$ cat src/rtl/sd_block_arbiter.sv
// sd_block_arbiter
// Shares the IO controller's single SD-card block interface between two disk
// clients (0: VHD engine, 1: floppy/config engine). Round-robin grant, host
// handshake sequencing, byte-strobe and write-data routing to the granted
// client only.
//
// Optional feature: define SD_ARB_TIMEOUT_EN to enable the host-ack watchdog.
// With it, a transaction whose sd_ack never rises within TIMEOUT_CYCLES
// clk_ram cycles is aborted and reported through cN_err. Without it, ISSUE
// waits indefinitely and cN_err is constant 0.
//
// state | meaning
// ------+-----------------------------------------------------------
// IDLE  | no transaction; arbitrate between armed requests
// ISSUE | sd_rd/sd_wr driven, waiting for synchronized sd_ack rise
// XFER  | host acked, byte strobes routed, waiting for sd_ack fall
// DONE  | one-cycle completion pulse to the granted client
module sd_block_arbiter #(
    parameter logic [23:0] TIMEOUT_CYCLES = 24'd10_000_000
) (
    input  logic        clk_ram,
    input  logic        reset,
    input  logic [31:0] c0_lba,
    input  logic [31:0] c1_lba,
    input  logic        c0_rd,
    input  logic        c1_rd,
    input  logic        c0_wr,
    input  logic        c1_wr,
    input  logic [7:0]  c0_din,
    input  logic [7:0]  c1_din,
    output logic        c0_ack,
    output logic        c1_ack,
    output logic        c0_done,
    output logic        c1_done,
    output logic        c0_err,
    output logic        c1_err,
    output logic        c0_dout_strobe,
    output logic        c1_dout_strobe,
    output logic        c0_din_strobe,
    output logic        c1_din_strobe,
    output logic [31:0] sd_lba,
    output logic        sd_rd,
    output logic        sd_wr,
    input  logic        sd_ack,
    input  logic        sd_dout_strobe,
    input  logic        sd_din_strobe,
    output logic [7:0]  sd_din,
    output logic        busy,
    output logic        grant
);

    typedef enum logic [1:0] {
        IDLE  = 2'd0,
        ISSUE = 2'd1,
        XFER  = 2'd2,
        DONE  = 2'd3
    } state_t;

    state_t      state;
    logic        last_grant;
    logic        armed0;
    logic        armed1;

    logic        ack_meta;
    logic        ack_sync;
    logic        ack_prev;
    logic        ack_rise;
    logic        ack_fall;

    logic        req0;
    logic        req1;
    logic        win;
    logic        win_rd;
    logic [31:0] win_lba;
    logic        xfer_phase;

`ifdef SD_ARB_TIMEOUT_EN
    logic [23:0] tmo_cnt;
    logic        c0_err_q;
    logic        c1_err_q;
`endif

    // sd_ack comes from the host clock domain: two-flop synchronizer plus a
    // delayed copy for edge detection
    always_ff @(posedge clk_ram or posedge reset) begin
        if (reset) begin
            ack_meta <= 1'b0;
            ack_sync <= 1'b0;
            ack_prev <= 1'b0;
        end else begin
            ack_meta <= sd_ack;
            ack_sync <= ack_meta;
            ack_prev <= ack_sync;
        end
    end

    assign ack_rise = ack_sync & ~ack_prev;
    assign ack_fall = ~ack_sync & ack_prev;

    // Request qualification and round-robin winner selection
    always_comb begin
        req0 = (c0_rd | c0_wr) & armed0;
        req1 = (c1_rd | c1_wr) & armed1;
        if (req0 & req1) begin
            win = ~last_grant;
        end else begin
            win = req1;
        end
        // read wins when a client raises both rd and wr
        win_rd  = win ? c1_rd : c0_rd;
        win_lba = win ? c1_lba : c0_lba;
    end

    // A client is re-armed by any cycle with no request, and disarmed by its
    // done pulse so a level request held through completion is served once
    always_ff @(posedge clk_ram or posedge reset) begin
        if (reset) begin
            armed0 <= 1'b1;
            armed1 <= 1'b1;
        end else begin
            if (!c0_rd && !c0_wr) begin
                armed0 <= 1'b1;
            end else if (c0_done) begin
                armed0 <= 1'b0;
            end
            if (!c1_rd && !c1_wr) begin
                armed1 <= 1'b1;
            end else if (c1_done) begin
                armed1 <= 1'b0;
            end
        end
    end

    // Transaction sequencer with registered host-side and completion outputs
    always_ff @(posedge clk_ram or posedge reset) begin
        if (reset) begin
            state      <= IDLE;
            grant      <= 1'b0;
            last_grant <= 1'b1;
            sd_rd      <= 1'b0;
            sd_wr      <= 1'b0;
            sd_lba     <= 32'h0;
            c0_done    <= 1'b0;
            c1_done    <= 1'b0;
`ifdef SD_ARB_TIMEOUT_EN
            tmo_cnt    <= 24'd0;
            c0_err_q   <= 1'b0;
            c1_err_q   <= 1'b0;
`endif
        end else begin
            c0_done <= 1'b0;
            c1_done <= 1'b0;
            case (state)
                IDLE: begin
                    if (req0 | req1) begin
                        grant  <= win;
                        sd_lba <= win_lba;
                        sd_rd  <= win_rd;
                        sd_wr  <= ~win_rd;
                        state  <= ISSUE;
`ifdef SD_ARB_TIMEOUT_EN
                        tmo_cnt <= TIMEOUT_CYCLES - 24'd1;
                        if (win) begin
                            c1_err_q <= 1'b0;
                        end else begin
                            c0_err_q <= 1'b0;
                        end
`endif
                    end
                end
                ISSUE: begin
                    // only a fresh synchronized rise counts; an ack already
                    // high on entry has no edge and is ignored
                    if (ack_rise) begin
                        sd_rd <= 1'b0;
                        sd_wr <= 1'b0;
                        state <= XFER;
`ifdef SD_ARB_TIMEOUT_EN
                    end else if (tmo_cnt == 24'd0) begin
                        sd_rd   <= 1'b0;
                        sd_wr   <= 1'b0;
                        c0_done <= ~grant;
                        c1_done <= grant;
                        if (grant) begin
                            c1_err_q <= 1'b1;
                        end else begin
                            c0_err_q <= 1'b1;
                        end
                        state <= DONE;
                    end else begin
                        tmo_cnt <= tmo_cnt - 24'd1;
`endif
                    end
                end
                XFER: begin
                    // once acked, completion is awaited without a time limit
                    if (ack_fall) begin
                        c0_done <= ~grant;
                        c1_done <= grant;
                        state   <= DONE;
                    end
                end
                DONE: begin
                    last_grant <= grant;
                    sd_lba     <= 32'h0;
                    state      <= IDLE;
                end
                default: begin
                    state <= IDLE;
                end
            endcase
        end
    end

`ifdef SD_ARB_TIMEOUT_EN
    assign c0_err = c0_err_q;
    assign c1_err = c1_err_q;
`else
    logic unused_timeout_cycles;
    assign unused_timeout_cycles = ^TIMEOUT_CYCLES;
    assign c0_err = 1'b0;
    assign c1_err = 1'b0;
`endif

    // grant only moves in IDLE, so this gating is stable across a transfer
    assign busy       = (state != IDLE);
    assign xfer_phase = (state == ISSUE) || (state == XFER);

    assign c0_dout_strobe = sd_dout_strobe & ~grant & xfer_phase;
    assign c1_dout_strobe = sd_dout_strobe &  grant & xfer_phase;
    assign c0_din_strobe  = sd_din_strobe  & ~grant & xfer_phase;
    assign c1_din_strobe  = sd_din_strobe  &  grant & xfer_phase;

    assign c0_ack = ack_sync & ~grant & busy;
    assign c1_ack = ack_sync &  grant & busy;

    assign sd_din = busy ? (grant ? c1_din : c0_din) : 8'h00;

endmodule

$ cat config.mk
export PLATFORM = sky130hd
export DESIGN_NAME = sd_block_arbiter
export DESIGN_NICKNAME = d
export VERILOG_FILES = /design/src/rtl/sd_block_arbiter.sv
export SDC_FILE = /design/constraint.sdc
export NUM_CORES = 1
export LEC_CHECK = 0
export CAP_MARGIN = 20
export CORE_AREA = 5 5 63 107
export CTS_BUF_LIST = sky130_fd_sc_hd__clkbuf_8
export DETAILED_ROUTE_END_ITERATION = 7
export DIE_AREA = 0 0 68 112
export PLACE_DENSITY = 0.84
export SLEW_MARGIN = 20
export SYNTH_ARGS = -nofsm -noshare
export SYNTH_HDL_FRONTEND = slang
export SYNTH_SLANG_ARGS = --single-unit
$ cat constraint.sdc
create_clock -name clk_ram -period 4.4 [get_ports clk_ram]
set_input_delay 0.66 -clock clk_ram [delete_from_list [all_inputs] [get_ports clk_ram]]
set_output_delay 0.66 -clock clk_ram [all_outputs]
set_load 0.02 [all_outputs]
======== After elaboration in Yosys (flattened, before gate mapping) ========
Cells that the tools add are included.
cells by class
  equality and inequality tests ........... 6
  reduce and logical (&&, ||, !) cells .... 17
  muxes and demuxes ....................... 24
  bitwise operators ....................... 25
operators by type and width
  operator              number
  $mux W32              2
  $pmux W32 S2          1
  $and A1 B1 Y1         17
  $mux W8               2
  $mux W1               13
  $reduce_bool A2 Y1    5
  $pmux W2 S4           1
  $mux W2               3
  $ne A2 B2 Y1 const B  3
  $reduce_and A3 Y1     2
  $not A1 Y1            5
  $eq A2 B2 Y1 const B  2
  $logic_not A1 Y1      4
  $pmux W1 S2           2
  $reduce_and A2 Y1     2
  $or A1 B1 Y1          3
  $eq A2 B1 Y1 const B  1
  $logic_and A1 B1 Y1   2
  $logic_not A2 Y1      1
  $logic_or A1 B1 Y1    1
storage, ports and cells
  output and inout port bits .............. 54
  bits of input ports ..................... 89
  logic and storage cells ................. 85
  bits in registers ....................... 45

======== Depth between registers and ports, before layout ========
Gate-level depths: netlist of the first run.
  depth in word-level cells ............... 8
  mapped depth ............................ 8
  gate-level depth less buffers ........... 6

======== Least setup slack after synthesis of the first run ========
OpenSTA, ideal clock, no wires.
  kind .................................... register to output
  start ................................... register state[0]
  end ..................................... output c0_ack
  cell stages (with the launch flop) ...... 5
  buffers on the path ..................... 1
  arrival ................................. 1,367 ps
  data required time ...................... 3,740 ps
  path slack .............................. 2,373 ps
  cell sequence ........................... dfrtp_1 inv_1 ha_1 clkbuf_1 nor3_1
between the ends
  cells in the longest elaborated chain, start to end .. 2
RTL lines
  what                    RTL line  RTL
  start, declared         59        state_t state;
  start signal, assigned  137       state <= IDLE;
  start signal, assigned  160       state <= ISSUE;
  start signal, assigned  177       state <= XFER;
  $reduce_bool A2 Y1      226       assign busy = (state != IDLE);
  $and A1 B1 Y1           234       assign c0_ack = ack_sync & ~grant & busy;
  end, declared           31        output logic c0_ack,
Every way passes these cells.

======== Worst setup path in the final report of the first run ========
  start ................................... register state[0]
  end ..................................... output c1_ack
between the ends
  cells in the longest elaborated chain, start to end .. 2
RTL lines
  what                RTL line  RTL
  $reduce_bool A2 Y1  226
  $and A1 B1 Y1       235       assign c1_ack = ack_sync & grant & busy;
  end, declared       32        output logic c1_ack,
Every way passes these cells.

==> impl_metrics.toml, run 1 <==
[hold_path]
hp-start = "ack_meta"
hold_class = "reg2reg"
holdPathStages = 0
hold_end = "ack_sync"

[cts]
cts_setup_buffers = 0
clock-sinks = 45
path_clk_slew_ns = 0.08
cts-resized-gates = 0
cts_buffers = 5
cts_root_buf = "clkbuf_8"
htreeDepth = 2
holdBufCountCts = 0
cts.path.max_buffers = 2
insertion_delay_ns = 0.29
cts_tree = "done"

[setup_path]
reg2reg_to = "sd_lba[19]"
worst_ep_arrival_time_ns = 2.17
crit_required_ns = 3.74
max_stage_delay_ns = 0.54
critPathLaunch = "state[0]"
r2r_start = "state[0]"
cp_top_family = "buffers and inverters"
crit_buf_inv = 3
critPathMaxFanout = 13
crit_path_cell_trace = "inv_1 -> ha_1 -> inv_2 -> and3_1 -> clkdlybuf4s50_1"
r2r_cells = 6
reg2reg_slack_ns = 2.18
critPathSlowestCell = "clkdlybuf4s50_1"
worst-setup-path-type = "reg2out"
start_kind = "flip-flop"
endpoint_kind = "output pin"

[grt]
grt_pass1_vias = 2247
grtUsageTotal_pct = 18.0
grt_pass1_wl_um = 10600
antenna_found_initial = 0
grt_max_degree = 46
gr-total-overflow = 0

[sta]
finalMaxSlewViolations = 0
fmax_ghz = 0.354
worstMarginPinSlew_ns = 0.930
fin_skew_ns = 0.00641
setup_viol = 0
fin_setup_tns_ns = 0
post-route-min-period_ns = 2.83
hold_violations = 0
period_share_pct = 64.2
slew_headroom_pct = 37.9
rsz0062_at_grt = "false"

[layout]
nFillCells = 472
postLayoutCoreUtil_pct = 65.1
layout_common_cells = "clkdlybuf4s50_1 (140), dfrtp_1 (42), mux2i_1 (41)"
antenna_cells = 0
layout_commonest_cell = "clkdlybuf4s50_1"
fin_nets = 414
areaGrowthSynthToFinish_pct = 66.1
drive_above_1_share_pct = 7.14

[place]
port_buffers = 140
gp_congestion = 0.720
dpl.hpwl_um = 5250

[detailed_routing]
vias = 1986
avgRoutedWirePerCell_um = 17.0
drc = 0
firstDrtPassIters = 4
drt-initial-drc-count = 53
via_per_inst = 4.97
routed_wl_um = 6800
drtAntennaViolNets = 0

[yosys]
synth_cell_type_count = 32
yosys_warnings = 0
syn_inst = 187
syn_area_um2 = 2270
yosys.area.top_type = "dfrtp_1"
async_flop_share_pct = 100
syn_avg_cell_area_um2 = 12.1
yosysSeqAreaShare_pct = 49.8
synth_top_cell_area_share_pct = 46.3
yosys_register_bits = 45
synthTopCellsByArea = "dfrtp_1 (46%), mux2i_1 (18%), o2bb2ai_1 (12%)"
synth_edf_count = 0
synthFlopType = "dfrtp_1"

[power]
power_density_nw_per_um2 = 605
peakVddDrop_uv = 373
p_leak_nw = 1.66

[floorplan]
placementRows = 37
dieArea_um2 = 7620
io-pin-count = 143
die_h_um = 112
coreArea_um2 = 5790
initial_core_util_pct = 39.2
chipWidth_um = 68

[outcome]
status = "complete, no violations"

[job]
maxCapViolations = 0
[logic make-up after synthesis]
group           after synthesis  synth area share [%]
simple gates                 23                  5.13
other cells                   1                 0.165
buf+inv                      25                  6.56
fa+ha+maj                     4                  2.21
mux                          43                  19.1
flops                        45                  49.8
compound gates               46                  17.1
[worst reg2reg max path: cells and delay by family, from the launching register on]
kind                       cells  cell delay (ns)
DFF                            1             0.41
and+or+nand+nor                1             0.54
adders and majority gates      1             0.48
buffers and inverters          2             0.26
AOI/OAI and AO/OA              2             0.47
[worst max path at each step]
stage	endpoint	slack (ns)	depth (start not counted)
4_1_cts	c1_ack	1.54	5
5_1_grt	c1_ack	1.38	5
3_3_place_gp	sd_lba[5]	1.60	5
3_5_place_dp	sd_lba[31]	1.54	5
6_report	c1_ack	1.57	5
2_1_floorplan	c0_ack	2.37	4
[power by group]
group,leakage [nW],internal [mW],switching (mW)
Sequential,0.576,0.561,0.104
Clock,0.0491,0.108,0.138
Combinational,1.03,0.663,0.708
[through the flow]
stage          instances  power, mW  hold slack, ns  worst slack (ns)  instance area, um2
6_report             400       2.28           0.359              1.57                3770
3_3_place_gp         392       2.03           0.338              1.60                3690
4_1_cts              400       2.32           0.356              1.54                3770
5_1_grt              400       2.44           0.358              1.38                3770
3_5_place_dp         392       2.06           0.337              1.54                3690
2_1_floorplan        188       1.52           0.331              2.37                2270
[cell type report]
type / instances / area, um2 / area share [%]
inverters: 9 / 33.8 / 0.896
multi-input cells: 118 / 1010 / 26.8
clock inverters: 3 / 13.8 / 0.365
repair buffers: 142 / 1420 / 37.6
clock buffers: 5 / 68.8 / 1.83
flip-flops and latches: 45 / 1130 / 30.0
well taps: 78 / 97.6 / 2.59
[metal layers]
layer  part of all wire [%]  global-route usage (%)  up-vias
met3                    8.9                    5.95       13
met5                      0                       0        -
met2                     52                    31.4       92
li1                       -                       -      947
met4                    2.0                    5.84        0
met1                     37                    19.7      934
[cell usage after synthesis, types with 3 or more instances]
master / instances
buf_6: 4
dfstp_2: 3
clkbuf_1: 4
dfrtp_1: 42
inv_1: 8
o2bb2ai_1: 32
nor2_1: 10
mux2i_1: 41
ha_1: 4
and3_1: 4
buf_4: 6
[flip-flops by register name, indices dropped and copies added, names as in the netlist]
| signal | cells |
|---|---|
| sd_rd | 1 |
| grant | 1 |
| armed0 | 1 |
| c1_done | 1 |
| ack_sync | 1 |
| ack_prev | 1 |
| last_grant | 1 |
| c0_done | 1 |
| state | 2 |
| sd_wr | 1 |
| sd_lba | 32 |
| armed1 | 1 |
| ack_meta | 1 |
Note: power is estimated with default switching activity, not from simulation.
==> run 2, diff against run 1 <==
CORE_AREA = 5 5 68 117   (was 5 5 63 107)
DIE_AREA = 0 0 73 122   (was 0 0 68 112)
PLACE_DENSITY = 0.75   (was 0.84)
clock period = 2.3 ns   (was 4.4 ns; I/O delays follow)
==> impl_metrics.toml, run 2 (synthesis gave the netlist of run 1 again) <==
[outcome]
status = "complete, no violations"

[setup_path]
reg2reg_to = "sd_lba[5]"
r2r_cells = 7
critPathLaunch = "state[0]"
cp-endpoint = "busy"
reg2reg_slack_ns = 0.39
crit_required_ns = 1.96
worst_ep_arrival_time_ns = 1.85
start_kind = "flip-flop"
endpoint_kind = "output pin"
worst-setup-path-type = "reg2out"
r2r_start = "state[0]"
critPathMaxFanout = 6

[place]
port_buffers = 140
place_ws_ns = 0.237
dp_cells = 405
dpl.hpwl_um = 5410
place_area_um2 = 3770
gp_congestion = 0.734

[layout]
top_regs = "sd_lba (32), state (2)"
postLayoutCoreUtil_pct = 55.6
stdcell_count = 413
design_area_um2 = 3880
largest_reg_flops = 32
layout_commonest_cell = "clkdlybuf4s50_1"
fin_nets = 419
layout_common_cells = "clkdlybuf4s50_1 (126), mux2i_1 (41), dfrtp_1 (41)"
antenna_cells = 0
drive_above_1_share_pct = 8.87
areaGrowthSynthToFinish_pct = 70.8
regMostFlops = "sd_lba"

[floorplan]
chipWidth_um = 73
dieArea_um2 = 8910
io-pin-count = 143
placementRows = 41
coreArea_um2 = 6980
die_h_um = 122
initial_core_util_pct = 32.5

[power]
power_mw = 4.48
peakVddDrop_uv = 829
p_leak_nw = 1.80
power_density_nw_per_um2 = 1160

[grt]
grt_pass1_vias = 2095
antenna_found_initial = 0
grt_pass1_wl_um = 10400
gr-total-overflow = 0
grtUsageTotal_pct = 15.3
grt_max_degree = 26

[detailed_routing]
via_per_inst = 4.86
avgRoutedWirePerCell_um = 16.2
drt-initial-drc-count = 82
firstDrtPassIters = 4
drtAntennaViolNets = 0
drc = 0
routed_wl_um = 6700
vias = 2009

[hold_path]
hold_class = "reg2reg"
hp-start = "ack_meta"

[sta]
fmax_ghz = 0.456
hold_slack_ns = 0.358
fin_setup_tns_ns = 0
setup_viol = 0
finalMaxSlewViolations = 0
post-route-min-period_ns = 2.19
finalWorstSetupSlack_ns = 0.108
rsz0062_at_grt = "false"
hold_violations = 0
fin_skew_ns = 0.00755
period_share_pct = 95.3

[cts]
htreeDepth = 2
cts.path.max_buffers = 2
cts_root_buf = "clkbuf_8"
insertion_delay_ns = 0.30
path_clk_slew_ns = 0.08
cts_tree = "done"
clock-sinks = 45
cts_buffers = 5
cts_setup_buffers = 0

[job]
maxCapViolations = 0
==> run 2: critical path: stages, from the launching register on <==
cell	delay, ns
dfrtp_1	0.40
inv_1	0.09
ha_1	0.30
inv_2	0.13
clkdlybuf4s50_1	0.62
==> run 2: metal layers <==
layer / wire length [um] / GRT usage, % / vias up
met5: 0 / 0 / -
met4: 133 / 6.47 / 0
met3: 563 / 5.04 / 9
met2: 3680 / 27.5 / 93
li1: - / - / 962
met1: 2320 / 15.7 / 945
==> run 2: how the worst min path moves through the flow <==
stage / to / slack [ns] / cells after the start
finish: ack_sync / 0.36 / 0
global route: ack_sync / 0.37 / 0
CTS: ack_sync / 0.36 / 0
detailed placement: ack_sync / 0.34 / 0
global placement: ack_sync / 0.34 / 0
floorplan: ack_sync / 0.33 / 0
==> run 2: layout make-up <==
type	count	area (um2)
Multi-Input combinational cell	118	1010
Tap cell	86	108
Timing Repair Buffer	147	1490
Sequential cell	45	1130
Clock inverter	1	5.00
Inverter	9	33.8
Clock buffer	7	96.3
Fill cell	625	3100
==> run 2: power by group <==
part | switching, mW | internal [mW]
clock | 0.265 | 0.272
combinational | 1.36 | 1.31
sequential | 0.197 | 1.07
total | 1.83 | 2.65
==> run 2: repair_timing <==
action,CTS,global route
hold buffers,0,0
endpoints found under the setup margin,11,5
resized for setup,10,5
